===== src/rtl/mul4_fitness_scorer_if.sv =====
// Bus bundle for the fitness scorer: run control, vector handshake, candidate outputs and result.
interface mul4_fitness_scorer_if;
  logic        start;
  logic [7:0]  num_vec;
  logic        in_valid;
  logic        in_ready;
  logic [15:0] a1, a0, b1, b0;
  logic [15:0] y3, y2, y1, y0;
  logic        busy;
  logic        done;
  logic [15:0] score;
  logic        perfect;

  modport master (
    output start, num_vec, in_valid, a1, a0, b1, b0, y3, y2, y1, y0,
    input  in_ready, busy, done, score, perfect
  );

  modport slave (
    input  start, num_vec, in_valid, a1, a0, b1, b0, y3, y2, y1, y0,
    output in_ready, busy, done, score, perfect
  );
endinterface


===== src/rtl/mul4_fitness_scorer.sv =====
// Scores a candidate 2x2-bit multiplier over a run of bit-sliced vectors:
// counts output bits matching the golden product through a 2-stage pipeline.
module mul4_fitness_scorer (
  input logic                  clk,
  input logic                  rst_n,
  mul4_fitness_scorer_if.slave bus
);

  typedef enum logic [1:0] {IDLE, RUN, DRAIN, DONE} state_t;

  state_t      state;
  state_t      next_state;
  logic [7:0]  num_lat;
  logic [7:0]  count;
  logic        drain_cnt;
  logic [63:0] match_q;
  logic        match_valid;
  logic [15:0] score_q;
  logic        perfect_q;

  logic        start_accept;
  logic        ready;
  logic        accept;
  logic        last_accept;
  logic [15:0] p3, p2, p1, p0;
  logic [63:0] match;
  logic [6:0]  pop;

  assign p0 = bus.a0 & bus.b0;
  assign p1 = (bus.a1 & bus.b0) ^ (bus.a0 & bus.b1);
  assign p2 = bus.a1 & bus.b1 & ~(bus.a0 & bus.b0);
  assign p3 = bus.a1 & bus.a0 & bus.b1 & bus.b0;
  assign match = ~({bus.y3, bus.y2, bus.y1, bus.y0} ^ {p3, p2, p1, p0});

  // An empty run never raises in_ready, so no vector can slip in.
  assign start_accept = (state == IDLE) && bus.start;
  assign ready        = (state == RUN) && (num_lat != 8'd0);
  assign accept       = ready && bus.in_valid;
  assign last_accept  = accept && (({1'b0, count} + 9'd1) == {1'b0, num_lat});

  always_comb begin
    pop = '0;
    for (int i = 0; i < 64; i++) begin
      pop = pop + {6'd0, match_q[i]};
    end
  end

  always_ff @(posedge clk or negedge rst_n) begin
    if (!rst_n) begin
      state <= IDLE;
    end else begin
      state <= next_state;
    end
  end

  always_comb begin
    next_state = state;
    unique case (state)
      IDLE:    if (bus.start) next_state = RUN;
      RUN:     if ((num_lat == 8'd0) || last_accept) next_state = DRAIN;
      DRAIN:   if (drain_cnt) next_state = DONE;
      DONE:    next_state = IDLE;
      default: next_state = IDLE;
    endcase
  end

  always_ff @(posedge clk or negedge rst_n) begin
    if (!rst_n) begin
      num_lat   <= '0;
      count     <= '0;
      drain_cnt <= 1'b0;
    end else begin
      if (start_accept) begin
        num_lat <= bus.num_vec;
        count   <= '0;
      end else if (accept) begin
        count <= count + 8'd1;
      end
      drain_cnt <= (state == DRAIN) ? ~drain_cnt : 1'b0;
    end
  end

  // Stage 1 captures the match vector; stage 2 folds its popcount into score.
  // perfect is settled on the last DRAIN edge, when score is already final.
  always_ff @(posedge clk or negedge rst_n) begin
    if (!rst_n) begin
      match_q     <= '0;
      match_valid <= 1'b0;
      score_q     <= '0;
      perfect_q   <= 1'b0;
    end else begin
      match_valid <= accept;
      if (accept) begin
        match_q <= match;
      end
      if (start_accept) begin
        score_q   <= '0;
        perfect_q <= 1'b0;
      end else begin
        if (match_valid) begin
          score_q <= score_q + {9'd0, pop};
        end
        if ((state == DRAIN) && drain_cnt) begin
          perfect_q <= (num_lat != 8'd0) && (score_q == {2'b00, num_lat, 6'b000000});
        end
      end
    end
  end

  assign bus.in_ready = ready;
  assign bus.busy     = (state == RUN) || (state == DRAIN);
  assign bus.done     = (state == DONE);
  assign bus.score    = score_q;
  assign bus.perfect  = perfect_q;

endmodule


===== src/flat_wrapper.sv =====
// flat-port wrapper written by rule: the top's interface ports become plain ports
module mul4_fitness_scorer_flat 
  (clk, rst_n, bus_start, bus_num_vec, bus_in_valid, bus_a1, bus_a0, bus_b1, bus_b0, bus_y3, bus_y2, bus_y1, bus_y0, bus_in_ready, bus_busy, bus_done, bus_score, bus_perfect);
  mul4_fitness_scorer_if bus_i ();
  input logic clk;
  input logic rst_n;
  input wire logic [$bits(bus_i.start)-1:0] bus_start;
  input wire logic [$bits(bus_i.num_vec)-1:0] bus_num_vec;
  input wire logic [$bits(bus_i.in_valid)-1:0] bus_in_valid;
  input wire logic [$bits(bus_i.a1)-1:0] bus_a1;
  input wire logic [$bits(bus_i.a0)-1:0] bus_a0;
  input wire logic [$bits(bus_i.b1)-1:0] bus_b1;
  input wire logic [$bits(bus_i.b0)-1:0] bus_b0;
  input wire logic [$bits(bus_i.y3)-1:0] bus_y3;
  input wire logic [$bits(bus_i.y2)-1:0] bus_y2;
  input wire logic [$bits(bus_i.y1)-1:0] bus_y1;
  input wire logic [$bits(bus_i.y0)-1:0] bus_y0;
  output wire logic [$bits(bus_i.in_ready)-1:0] bus_in_ready;
  output wire logic [$bits(bus_i.busy)-1:0] bus_busy;
  output wire logic [$bits(bus_i.done)-1:0] bus_done;
  output wire logic [$bits(bus_i.score)-1:0] bus_score;
  output wire logic [$bits(bus_i.perfect)-1:0] bus_perfect;
  assign bus_i.start = bus_start;
  assign bus_i.num_vec = bus_num_vec;
  assign bus_i.in_valid = bus_in_valid;
  assign bus_i.a1 = bus_a1;
  assign bus_i.a0 = bus_a0;
  assign bus_i.b1 = bus_b1;
  assign bus_i.b0 = bus_b0;
  assign bus_i.y3 = bus_y3;
  assign bus_i.y2 = bus_y2;
  assign bus_i.y1 = bus_y1;
  assign bus_i.y0 = bus_y0;
  assign bus_in_ready = bus_i.in_ready;
  assign bus_busy = bus_i.busy;
  assign bus_done = bus_i.done;
  assign bus_score = bus_i.score;
  assign bus_perfect = bus_i.perfect;
  mul4_fitness_scorer u_core (.clk(clk), .rst_n(rst_n), .bus(bus_i));
endmodule

===== config.mk =====
export PLATFORM = sky130hd
export DESIGN_NAME = mul4_fitness_scorer_flat
export DESIGN_NICKNAME = d
export VERILOG_FILES = /design/src/rtl/mul4_fitness_scorer_if.sv /design/src/rtl/mul4_fitness_scorer.sv /design/src/flat_wrapper.sv
export SDC_FILE = /design/constraint.sdc
export NUM_CORES = 1
export LEC_CHECK = 0
export CORE_MARGIN = 4
export CORE_UTILIZATION = 40
export DETAILED_ROUTE_END_ITERATION = 10
export MAX_ROUTING_LAYER = met4
export PLACE_DENSITY = 0.66
export SETUP_SLACK_MARGIN = 0.02
export SYNTH_ARGS = -nofsm -noshare
export SYNTH_HDL_FRONTEND = slang
export SYNTH_SLANG_ARGS = --single-unit

===== constraint.sdc =====
create_clock -name clk -period 9.7 [get_ports clk]
set_clock_uncertainty 0.1 [all_clocks]
set_input_delay 1.94 -clock clk [delete_from_list [all_inputs] [get_ports clk]]
set_output_delay 1.94 -clock clk [all_outputs]
set_load 0.1 [all_outputs]

==> results of run 1 <==
## cell families after synthesis
| family | Yosys count |
|---|---|
| mux | 15 |
| flops | 101 |
| xor+xnor | 119 |
| compound gates | 103 |
| buf+inv | 124 |
| simple gates | 227 |
| fa+ha+maj | 85 |
## synth_stat cells, drive strengths merged (5+ instances only)
library cell	number	area share, %
a21o	5	0.51
a21oi	11	0.75
and3	5	0.43
buf	11	0.72
clkbuf	11	0.57
dfrtp	101	35
fa	55	15
ha	30	5.1
inv	102	5.2
mux2	9	1.4
mux2i	6	0.82
nand2	127	6.5
nand3	23	1.6
nand4	24	2.1
nor2	25	1.3
nor2b	5	0.43
o21ai	71	4.9
xnor2	65	7.8
xor2	54	6.5
## stage by stage
stage | cell area [µm²] | util, % | setup WS [ns]
after floorplan | 7300 | - | 2.55
after global placement | 9110 | 50.7 | 2.30
after detailed placement | 9110 | 50.7 | 2.18
after CTS | 9430 | 52.5 | 2.17
after global routing | 9430 | 52.5 | 1.77
final | 9430 | 52.5 | 2.19
## area by class of cell
type	instances	area (µm²)
clock inverter	6	86.3
inverter	102	383
fill	1679	8540
multi-input combinational	549	4290
sequential	101	2530
tap	229	287
timing repair buffer	163	1620
clock buffer	10	229
## state kept, by name, indices dropped and copies added, names as in the netlist
register	count
u_core.match_q	64
u_core.num_lat	8
u_core.count	8
u_core.match_valid	1
u_core.state	2
u_core.bus.perfect	1
u_core.bus.score	16
u_core.drain_cnt	1
## routing by layer
layer | part of all wire, % | global-route usage [%] | vias to the layer above
li1 | - | - | 2784
met1 | 46 | 23.4 | 2595
met2 | 48 | 26.5 | 97
met3 | 4.2 | 2.24 | 11
met4 | 1.3 | 4.80 | 0
met5 | 0 | - | -
## cells in the final DEF, fill, tap and decap left out, types with 3 or more instances in the layout
cell type,instances
sky130_fd_sc_hd__mux2i_1,6
sky130_fd_sc_hd__a211oi_1,4
sky130_fd_sc_hd__and2_1,3
sky130_fd_sc_hd__clkdlybuf4s50_1,158
sky130_fd_sc_hd__buf_4,5
sky130_fd_sc_hd__clkbuf_16,9
sky130_fd_sc_hd__ha_1,30
sky130_fd_sc_hd__o21ai_1,66
sky130_fd_sc_hd__nand2_1,126
sky130_fd_sc_hd__inv_1,101
sky130_fd_sc_hd__nor2b_1,5
sky130_fd_sc_hd__nor4_1,4
sky130_fd_sc_hd__a21o_1,5
sky130_fd_sc_hd__dfrtp_1,101
sky130_fd_sc_hd__o21ai_0,5
sky130_fd_sc_hd__mux2_2,8
sky130_fd_sc_hd__a21oi_1,11
sky130_fd_sc_hd__xnor2_1,65
sky130_fd_sc_hd__nor2_1,25
sky130_fd_sc_hd__nand4_1,24
sky130_fd_sc_hd__nand3_1,23
sky130_fd_sc_hd__xor2_1,54
sky130_fd_sc_hd__or3_1,4
sky130_fd_sc_hd__and3_1,5
sky130_fd_sc_hd__nand2b_1,3
sky130_fd_sc_hd__fa_1,55
## worst paths after layout
| check | endpoint | depth (start not counted) |
|---|---|---|
| setup / recovery | u_core.bus.score[13] | 20 |
| hold / removal | u_core.drain_cnt | 1 |
| setup reg to reg | u_core.bus.score[13] | 20 |
| hold reg to reg | u_core.drain_cnt | 1 |
| max in group asynchronous | u_core.bus.score[14] | 2 |
| min in group asynchronous | u_core.match_q[59] | 1 |
==> results list, run 1 <==
- Area growth from synthesis to layout: 29.2%
- Total grt overflow: 0
- The HPWL after detailed placement is 13400 µm.
- For this configuration, the core starts out at a cell density of 40.6%.
- Global-route usage over all layers: 17.0%
- Endpoint arrival time on the critical path: 7.62 ns
* Vias in the first global route: 5401
- Post-CTS timing repair inserted 0 buffers for setup.
- Crit Path Class: flip-flop to flip-flop
- WHS: 0.370 ns
- The most critical setup path has its startpoint at u_core.match_q[0].
* Post-DR wirelength/cell: 14.1 µm
* Post-synthesis simple-gate area fraction: 14.0%
- Share of the synthesized area in compound gates (AO/OA/AOI/OAI): 8.08%
* Clock tree from TritonCTS: yes
* Portion of netlist area occupied by mux cells: 2.21%
- Counting every sink on the clock net gives 101.
- The final critical path takes up 77.4% of the cycle.
- Largest net degree at the start of global routing: 73
- In the routed design, unresolved DRC markers number 0.
* Path category of the worst min-delay check: flip-flop to flip-flop
- Final count of negative-setup-slack endpoints: 0
- Site row count: 49
* Register bit total from synthesis: 101
- The floorplan step defined a core boundary enclosing 18000 µm².
* Reg-to-reg setup timing slack: 2.19 ns
* Reg-to-reg critical path startpoint: u_core.match_q[0]
- Clock-pin slew was measured on the worst setup and hold paths at 0.07 ns.
- For this run, the post-layout net count is 1151.
* Total buffers and inverters traversed by the critical path: 2
- The clock reaches the later pin of the worst-skew pair after 0.35 ns.
- The slowest stage of the critical path belongs to the cell sky130_fd_sc_hd__a2111oi_0.
* Number of warning messages in the yosys log: 0
* Largest driver fanout on the critical path: 5
* Count of placed standard cells including taps: 1144
* Clk buf depth: 2
* Relative slew slack: 33.6%
* Total of cells resized after clock tree synthesis: 0
* Largest family of logic cells by synthesized area: adder cells
- Final standard cell count with taps included and fillers excluded: 1160
- The first global-routing pass estimated 26700 µm of wire.
- Slew at the pin closest to its max-slew limit: 0.993 ns
- On the worst path, the slowest cell contributes a delay of 0.60 ns.
- Setup total negative slack on the finished layout was measured at 0 ns.
- Fraction of layout instances using a drive strength above 1: 3.65%
* Final RePlAce weighted congestion: 0.837
- Startpoint Class: flip-flop
- Among all flip-flop cells after synthesis, the most frequent one is sky130_fd_sc_hd__dfrtp_1.
* CP endpoint kind: flip-flop
- Net count of the mapped netlist: 999
- Total clock buffers created by CTS: 9
- The synthesized design contains 0 enable-type register cells.
- A synthesized cell averages 9.43 µm².
- Post-synth design cell area: 7300 µm²
- Count of unique library cells instantiated by Yosys: 43
- The floorplan step set the die height to 143 µm.
- In this run the remaining antenna-violating nets after routing total 0.
- Initial drt markers: 301
- The flow ran to the end, and the final reports show no timing, DRC or antenna violations.
* Portion of the post-synthesis area used by sequential elements: 34.6%
- Setup repair after global routing left no endpoint under its margin.
* Number of hold buffers added after CTS: 0
- Pre-Repair DR Iteration Count: 5
- Average via count per standard cell: 4.73
- The clock period could shrink to 7.51 ns.
- The die is 143 µm wide.
- The clock tree synthesis step divided the H-tree into 3 levels.
- Xor/xnor share of the synthesized area: 14.3%
- After synthesis, the share of flip-flops with an asynchronous set or reset is 100%.
- Antenna violations before repair: 0
- Final-report hold violation count: 0
- Number of antenna diodes: 0
* Data required, critical path: 9.81 ns
- The tool flagged a number of max-cap violations equal to 0.
- Die Footprint: 20500 µm²
- Family with the most delay on the worst path: adder cells
* Startpoint of the most critical hold path: u_core.drain_cnt
- Adder and majority cell fraction of the synthesized area: 20.2%
* Cell count after synthesis: 774
- Wires add up to 16400 µm.
* Top-level port count: 160
* Pins Over Slew Limit: 0
- Detailed routing inserted a total of 5487 vias.
- List of cells traversed by the critical path: ha_1 > inv_1 > fa_1 > fa_1 > fa_1 > fa_1 > fa_1 > fa_1 > fa_1 > fa_1 > fa_1 > fa_1 > inv_1 > ha_1 > a21o_1 > a2111oi_0 > o21ai_1 > nand4_1 > xor2_1 > nor2_1
- The root buffer cell chosen for the clock tree is sky130_fd_sc_hd__clkbuf_16.
- Most repeated library cell on the critical path: sky130_fd_sc_hd__fa_1
- Number of input and output port buffers inserted: 159
- Achievable frequency: 133 MHz
Power of run 1 is left out: the tool's default activity adds up to more than one toggle a clock period on the data nets, which glitch-free logic cannot reach.
==> run 2, diff against run 1 <==
clock period = 7.62 ns   (was 9.7 ns; I/O delays follow)
==> run 2 against run 1 <==
Effect of this change: via count is 0.55% higher; first-iteration DRC count up 0.66%; register-to-register slack got worse by 1.8 ns; die area unchanged; core utilization increased by 0.056 points; non-clock buffer count up 1; hold slack got worse by 0.018 ns; global-route usage grew 0.25 points; routed wire length grew 0.95%; design area grew 0.11%; worst setup slack got worse by 1.8 ns; clock-buffer cell count is 1 higher.
==> results list, run 2 (synthesis results as in run 1) <==
- WL final: 16500 µm
- The initial antenna violation count was 0.
- Timing would allow up to 137 MHz.
- Setup violations remaining at the end of the flow were counted as 0.
* Average via count per standard cell: 4.75
- The path class of the tightest hold or removal check is flip-flop to flip-flop.
- Count of unresolved DRC violations after routing: 0
- Endpoint arrival time on the critical path: 7.46 ns
* Die Footprint: 20500 µm²
* Final-report hold violation count: 0
- Cell chosen for the clock root: sky130_fd_sc_hd__clkbuf_16
* Outcome: finished, final reports clean
- Clock-pin slew was measured on the worst setup and hold paths at 0.07 ns.
- More flip-flops sit in one register than any other, and that register is u_core.match_q.
- Site row count: 49
- The final critical path takes up 95.5% of the cycle.
- Placed wire-length estimate after detailed placement: 13500 µm
- Input and output buffers added on the ports amount to 159.
- The count of pins over their slew limit is 0.
- The worst pin sits at a relative slew slack of 34.9%.
- Top-level port count: 160
- At the pin with the least slew margin, the transition time is 0.974 ns.
- Layout Nets: 1152
- Once the floorplan was initialized, standard cells occupied 40.6% of the core.
* Horizontal die dimension: 143 µm
- Data on the critical path is required at its endpoint by 7.80 ns.
* Unrepaired setup endpoints after global routing: no
* Final RePlAce weighted congestion: 0.821
* Fraction of layout instances using a drive strength above 1: 4.18%
* MaxCap Viol Count: 0
* Crit Path Class: flip-flop to flip-flop
- The count of nets left with antenna violations once routing finished came out at 0.
- 0 antenna diodes ended up in the layout.
* Clk buf depth: 2
* Number of hold buffers added after CTS: 0
- CP endpoint kind: flip-flop
* Area growth from synthesis to layout: 29.3%
- Core ar.: 18000 µm²
* Post-DR wirelength/cell: 14.2 µm
- In this run the worst path has a maximum fanout of 6.
- Die Span Y: 143 µm
- The first global-routing pass estimated 27000 µm of wire.
- Initial drt markers: 303
- Worst reg2reg path depth: 20
* Global-route usage over all layers: 17.2%
- Aggregate negative setup slack: 0 ns
- Along the worst hold path, the cell count comes to 1.
- The library cell used most frequently in the layout, excluding fill and tap cells, is sky130_fd_sc_hd__clkdlybuf4s50_1.
* Startpoint Class: flip-flop
- Clock Sinks: 101
* Total grt overflow: 0
- Clock period minus worst slack: 7.28 ns
* Routed vias: 5517
* Clock tree from TritonCTS: yes
* Number of flip-flops in the largest register: 64
* Fill count: 1676
- Skew-Pair Late Insertion Delay: 0.36 ns
- The first detailed-routing pass took 4 iterations.
- Largest net degree at the start of global routing: 65
* Total clock buffers created by CTS: 9
- The number of global-route vias before repair was 5564.
- In this run the number of H-tree levels came out at 3.
- Most frequent cells in the layout: 158 x sky130_fd_sc_hd__clkdlybuf4s50_1, 126 x sky130_fd_sc_hd__nand2_1, 101 x sky130_fd_sc_hd__inv_1, 101 x sky130_fd_sc_hd__dfrtp_1
-- run 2: final cells by class --
type / count / area [µm²] / area share (%)
clock buffers: 11 / 233 / 2.47
inverters: 102 / 383 / 4.06
flip-flops and latches: 101 / 2530 / 26.8
well taps: 229 / 287 / 3.04
clock inverters: 5 / 60.1 / 0.637
repair buffers: 164 / 1630 / 17.2
multi-input cells: 549 / 4320 / 45.8
-- run 2: repair_timing --
item / in CTS / in global routing
setup endpoints to repair: 0 / 10
resized for setup: 0 / 8
setup buffers: 0 / 1
-- run 2: stage by stage --
step	instance area, µm²	cells	setup slack, ns	util, %	hold WS (ns)
after floorplan	7300	774	0.465	-	0.323
after global placement	9110	1144	0.213	50.7	0.343
after detailed placement	9110	1144	0.106	50.7	0.336
after CTS	9400	1160	0.0744	52.3	0.356
after global routing	9440	1161	0.0235	52.5	0.376
final	9440	1161	0.340	52.5	0.351
-- run 2: layer usage --
layer	global-route usage (%)	routed length [µm]	vias up
li1	-	-	2775
met3	2.14	625	14
met4	5.15	244	0
met5	-	0	-
met2	27.4	7990	100
met1	23.2	7680	2628
-- run 2: path summary, 6_finish.rpt --
kind                                            end  slack, ns              start
worst max-delay path            u_core.bus.score[6]       0.34  u_core.match_q[0]
worst min-delay path               u_core.drain_cnt       0.35   u_core.drain_cnt
worst max register to register  u_core.bus.score[6]       0.34  u_core.match_q[0]
worst min register to register     u_core.drain_cnt       0.35   u_core.drain_cnt
max in group asynchronous       u_core.bus.score[7]       5.23              rst_n
min in group asynchronous        u_core.match_q[19]       1.07              rst_n
-- run 2: critical path, stage by stage, from the launching register on --
cell	delay (ns)
sky130_fd_sc_hd__dfrtp_1	0.39
sky130_fd_sc_hd__ha_1	0.29
sky130_fd_sc_hd__inv_1	0.07
sky130_fd_sc_hd__fa_1	0.43
sky130_fd_sc_hd__fa_1	0.54
sky130_fd_sc_hd__fa_1	0.44
sky130_fd_sc_hd__fa_1	0.49
sky130_fd_sc_hd__fa_1	0.54
sky130_fd_sc_hd__fa_1	0.43
sky130_fd_sc_hd__fa_1	0.51
sky130_fd_sc_hd__fa_1	0.42
sky130_fd_sc_hd__fa_1	0.42
sky130_fd_sc_hd__fa_1	0.42
sky130_fd_sc_hd__xnor2_1	0.15
sky130_fd_sc_hd__ha_1	0.33
sky130_fd_sc_hd__nor2b_1	0.16
sky130_fd_sc_hd__o21a_1	0.19
sky130_fd_sc_hd__o211ai_1	0.43
sky130_fd_sc_hd__and3_1	0.24
sky130_fd_sc_hd__o21ai_1	0.07
sky130_fd_sc_hd__a21oi_1	0.16
Power of run 2 is left out for the same reason.
